## src/rtl/fetch_queue_unit.sv

```systemverilog
`default_nettype none
// ============================================================================
// Module      : fetch_queue_unit
// Description : Instruction-fetch front end. Owns the PC, fetches one
//               instruction per cycle from a combinational instruction
//               memory and buffers it in a DEPTH-entry circular queue that
//               decode drains through a valid/ready handshake. EX redirects
//               flush the queue and retarget the PC.
//               Optional static branch prediction: STATIC_PREDICT_EN
// Revision    : 1.0 - initial release
// ============================================================================
module fetch_queue_unit #(
    parameter int              XLEN     = 32,
    parameter int              DEPTH    = 4,
    parameter logic [XLEN-1:0] RESET_PC = '0
) (
    input  logic                       clk,
    input  logic                       rst,
    output logic [XLEN-1:0]            imem_addr,
    input  logic [31:0]                imem_rdata,
    output logic                       dec_valid,
    input  logic                       dec_ready,
    output logic [31:0]                dec_inst,
    output logic [XLEN-1:0]            dec_pc,
    output logic [XLEN-1:0]            dec_pc4,
    output logic                       dec_pred_taken,
    input  logic                       redirect,
    input  logic [XLEN-1:0]            redirect_pc,
    output logic [$clog2(DEPTH+1)-1:0] fq_count
);

    localparam int              c_ptrW   = $clog2(DEPTH);
    localparam int              c_cntW   = $clog2(DEPTH+1);
    localparam logic [31:0]     c_nopInst = 32'h0000_0013;
    localparam logic [XLEN-1:0] c_pcStep  = XLEN'(4);

    // Queue storage, one slot per entry {inst, pc, pred_taken}
    logic [31:0]       r_instMem [DEPTH];
    logic [XLEN-1:0]   r_pcMem   [DEPTH];
    logic              r_predMem [DEPTH];

    logic [c_ptrW-1:0] r_rdPtr;
    logic [c_ptrW-1:0] r_wrPtr;
    logic [c_cntW-1:0] r_count;
    logic [XLEN-1:0]   r_pc;

    logic              w_empty;
    logic              w_pop;
    logic              w_push;
    logic              w_predTaken;
    logic [XLEN-1:0]   w_nextPc;

    // Handshake: valid comes only from registered occupancy, never from dec_ready
    always_comb begin
        w_empty = (r_count == '0);
        w_pop   = !w_empty && dec_ready && !redirect;
        w_push  = !redirect && ((r_count < c_cntW'(DEPTH)) || w_pop);
    end

`ifdef STATIC_PREDICT_EN
    logic [XLEN-1:0] w_jImm;
    logic [XLEN-1:0] w_bImm;

    // Static predictor: JAL always taken, backward conditional branches taken
    always_comb begin
        w_jImm = {{(XLEN-21){imem_rdata[31]}}, imem_rdata[31], imem_rdata[19:12],
                  imem_rdata[20], imem_rdata[30:21], 1'b0};
        w_bImm = {{(XLEN-13){imem_rdata[31]}}, imem_rdata[31], imem_rdata[7],
                  imem_rdata[30:25], imem_rdata[11:8], 1'b0};
        w_predTaken = 1'b0;
        w_nextPc    = r_pc + c_pcStep;
        if (imem_rdata[6:0] == 7'b1101111) begin
            w_predTaken = 1'b1;
            w_nextPc    = r_pc + w_jImm;
        end else if ((imem_rdata[6:0] == 7'b1100011) && imem_rdata[31]) begin
            w_predTaken = 1'b1;
            w_nextPc    = r_pc + w_bImm;
        end
    end
`else
    // Sequential fetch only
    always_comb begin
        w_predTaken = 1'b0;
        w_nextPc    = r_pc + c_pcStep;
    end
`endif

    // PC, pointers and occupancy; reset beats redirect beats push/pop
    always_ff @(posedge clk) begin
        if (rst) begin
            r_pc    <= RESET_PC;
            r_rdPtr <= '0;
            r_wrPtr <= '0;
            r_count <= '0;
        end else if (redirect) begin
            r_pc    <= {redirect_pc[XLEN-1:2], 2'b00};
            r_rdPtr <= '0;
            r_wrPtr <= '0;
            r_count <= '0;
        end else begin
            if (w_push) begin
                r_pc    <= w_nextPc;
                r_wrPtr <= r_wrPtr + c_ptrW'(1);
            end
            if (w_pop) begin
                r_rdPtr <= r_rdPtr + c_ptrW'(1);
            end
            r_count <= r_count + c_cntW'(w_push) - c_cntW'(w_pop);
        end
    end

    // Entry write; data slots need no reset because head outputs are masked when empty
    always_ff @(posedge clk) begin
        if (!rst && w_push) begin
            r_instMem[r_wrPtr] <= imem_rdata;
            r_pcMem[r_wrPtr]   <= r_pc;
            r_predMem[r_wrPtr] <= w_predTaken;
        end
    end

    // Head outputs from registered queue data, forced to idle values when empty
    always_comb begin
        imem_addr      = r_pc;
        fq_count       = r_count;
        dec_valid      = !w_empty;
        dec_inst       = w_empty ? c_nopInst : r_instMem[r_rdPtr];
        dec_pc         = w_empty ? '0        : r_pcMem[r_rdPtr];
        dec_pred_taken = w_empty ? 1'b0      : r_predMem[r_rdPtr];
        dec_pc4        = dec_pc + c_pcStep;
    end

endmodule
`default_nettype wire

```

## config.mk

```make
export PLATFORM = sky130hd
export DESIGN_NAME = fetch_queue_unit
export DESIGN_NICKNAME = d
export VERILOG_FILES = /design/src/rtl/fetch_queue_unit.sv
export SDC_FILE = /design/constraint.sdc
export NUM_CORES = 1
export LEC_CHECK = 0
export CAP_MARGIN = 40
export CORE_ASPECT_RATIO = 0.75
export CORE_UTILIZATION = 50
export DETAILED_ROUTE_END_ITERATION = 12
export DONT_BUFFER_PORTS = 1
export HOLD_SLACK_MARGIN = 0.02
export PLACE_DENSITY = 0.7
export SYNTH_ARGS = -nofsm -noshare
export SYNTH_HDL_FRONTEND = slang
export SYNTH_SLANG_ARGS = --single-unit
```

## constraint.sdc

```tcl
create_clock -name clk -period 3.84 [get_ports clk]
set_input_delay 0.768 -clock clk [delete_from_list [all_inputs] [get_ports clk]]
set_output_delay 0.768 -clock clk [all_outputs]
set_load 0.005 [all_outputs]
```

==> results.cfg <==
[floorplan]
row_count = 49
initial_core_util_pct = 51.3
fp.dieW_um = 184
num_io_pins = 201
dieArea_mm2 = 0.0254
core-area_mm2 = 0.0241
dieHeight_um = 138

[synth]
async_flop_share_pct = 0
synth_top_area_share_pct = 60.2
ys_ff_latch = 287
syn_inst = 788
synth-warning-count = 0
netlist_top_cells_area = edfxtp_1, mux4_2, dfxtp_1, and2_1, xor2_1
seq_area_frac_synth_pct = 66.5
muxShareOfSynthArea_pct = 12.5
yosys.area_share.simple_pct = 11.0
yosys_most_used_dff = edfxtp_1
synth_compound_area_share_pct = 2.53
ys_types = 54
synth_top_cell_by_area = edfxtp_1
synth_xor_xnor_area_share_pct = 4.04
synth_commonest_cells = edfxtp_1, mux4_2, and2_1, nor2_1, nand2_1
synthAdderAreaFrac_pct = 0.971
synthesis.area_mm2 = 0.0124
synth_edf_count = 248
synth.avg_cell_area_um2 = 15.7
synth_top_family_by_area = multiplexers
yosysMostFrequentCell = edfxtp_1

[power]
p_leak_nw = 4.63
p_per_area_mw_per_mm2 = 483
ir_worst_vdd_v = 0.000301

[clock_network]
clk_latency_ns = 0.55
cts_max_level = 1
clockBufferDepth = 3
cts_root_buf = clkbuf_16
cts_buffers = 28
cts_tree = built
clkTransAtPathRegs_ns = 0.06
clock-sinks = 287

[grt]
antenna_found_initial = 0
first_global_vias = 6768
grt_pass1_wl_mm = 41.3
grt_max_degree = 40
grt_usage_pct = 21.8
grt.overflow.total = 0

[drt]
antenna_left = 0
wl_met3_mm = 2.60
drc = 0
topRoutingLayerUsed = met4
vias = 6976
vias_per_cell = 5.99
met1Wirelength_mm = 12.1
firstDrtPassIters = 5
route.met2.wl_mm = 12.8
routed_wl_mm = 27.8
wire_per_inst_um = 23.9
drt_iter0_drc = 561

[final_layout]
nets = 887
synthToLayoutAreaGrowth_pct = 12.7
final_cells = 1164
drive_gt1_share_pct = 20.3

[critical_path]
end_kind = primary output
ff2ff_setup_slack_ns = 1.24
r2r_cells = 6
crit_path_max_incr_delay_ns = 0.56
worstPathArrival_ns = 2.95
slowest_stage = mux4_2
worst_ep_required_time_ns = 3.07
critical_path_class = register to primary output
r2r_start = imem_addr[4]$_SDFFE_PP0P_
crit_chain = buf_6, mux4_2, nor2b_1, nand4_2, nor3_1, xor2_1
reg2reg_to = imem_addr[23]$_SDFFE_PP0P_
worstSetupStartpointType = register
path_max_fanout = 24

[place]
place_congestion = 0.800
hpwl_mm = 18.9
dpl.cell_count = 1104
io_buffers = 0

[min_path]
hold_class = input pin to register
holdPathStages = 1
worstHoldStart = rst
hold_end = imem_addr[28]$_SDFFE_PP0P_

[timing]
slew_headroom_pct = 48.9
hold_violations = 0
fin_crit_ns = 3.72
min_period_over_period_pct = 96.8
hold-worst-slack_ns = 0.304
maxSlewViolCount = 0
fin_skew_ns = 0.0230
fmax_mhz = 269
finalSetupViolations = 0
fin_setup_tns_ns = 0
worst_pin_slew_ns = 0.767
rsz0062_at_grt = false

[run]
drv_cap = 0

[outcome]
status = completed
what timing repair did:
item,4_1_cts,5_1_grt
pin swaps,1,5
endpoints found under the setup margin,9,12
resized for setup,4,8
endpoints found under the hold margin,0,0
cloned,1,0
setup buffers,2,4
hold buffers,0,0
power by group:
| part | leakage [nW] | total, mW | internal (mW) | switching (mW) |
|---|---|---|---|---|
| clock | 0.467 | 2.83 | 1.68 | 1.15 |
| sequential | 2.61 | 3.56 | 3.47 | 0.0897 |
| combinational | 1.55 | 0.335 | 0.133 | 0.202 |
| total | 4.63 | 6.73 | 5.29 | 1.44 |
layout by cell type (no fill, tap or decap), drive strengths merged, types with 16 or more instances in the layout:
| master | Yosys | layout |
|---|---|---|
| edfxtp | 248 | 248 |
| mux4 | 60 | 60 |
| and2 | 53 | 53 |
| nor2 | 49 | 49 |
| nand2 | 47 | 47 |
| dfxtp | 39 | 39 |
| xor2 | 32 | 32 |
| clkbuf | 23 | 31 |
| buf | 22 | 30 |
| nand3 | 26 | 26 |
| xnor2 | 25 | 25 |
| a21oi | 17 | 17 |
| inv | 16 | 16 |
stage by stage:
stage	util (%)	area, µm²	power [mW]	setup WS, ns
final	57.8	13900	6.73	0.121
after global routing	57.8	13900	6.93	0.000629
after CTS	57.6	13900	6.77	0.00487
after detailed placement	53.3	12800	3.96	0.366
after global placement	53.2	12800	3.94	0.423
after floorplan	-	12400	3.84	0.229
worst max path at each step:
stage | from | to | slack (ns) | cells after the start
2_1_floorplan | fq_count[1]$_SDFF_PP0_ | dec_pc4[20] | 0.23 | 13
3_3_place_gp | register | dec_pc4[24] | 0.42 | 9
3_5_place_dp | register | dec_pc4[24] | 0.37 | 7
4_1_cts | register | dec_pc4[24] | 0.005 | 10
5_1_grt | register | dec_pc4[18] | 0.0006 | 10
6_report | register | dec_pc4[25] | 0.12 | 6
flip-flops by register name, summed over array words and instances, names as in the netlist, named ones only:
signal     cells
r_wrPtr        2
r_pcMem      120
r_rdPtr        2
fq_count       3
imem_addr     30
r_instMem    128
metal layers:
| metal | GRT usage (%) | vias up |
|---|---|---|
| met5 | 0 | - |
| met4 | 3.77 | 0 |
| met3 | 5.08 | 28 |
| met2 | 33.1 | 351 |
| met1 | 32.6 | 3555 |
| li1 | - | 3042 |
kinds of logic after synthesis:
logic type / after synthesis
fa+ha+maj: 9
buf+inv: 61
simple gates: 248
xor+xnor: 57
compound gates: 48
mux: 77
other cells: 1
flops: 287
critical path, delay by kind of cell, from the launching register on:
family | cells | cell delay [ns]
xor+xnor | 1 | 0.30
mux | 1 | 0.56
flops | 1 | 0.41
simple gates | 3 | 0.87
buf+inv | 1 | 0.28
area by class of cell:
cell class | instances | area, µm²
Fill cell | 1811 | 10200
Timing Repair Buffer | 31 | 355
Sequential cell | 287 | 8240
Antenna cell | 1 | 2.50
Clock buffer | 31 | 712
Multi-Input combinational cell | 446 | 3900
Tap cell | 331 | 414
Clock inverter | 21 | 251
Inverter | 16 | 60.1
Note: power is estimated with default switching activity, not from simulation.
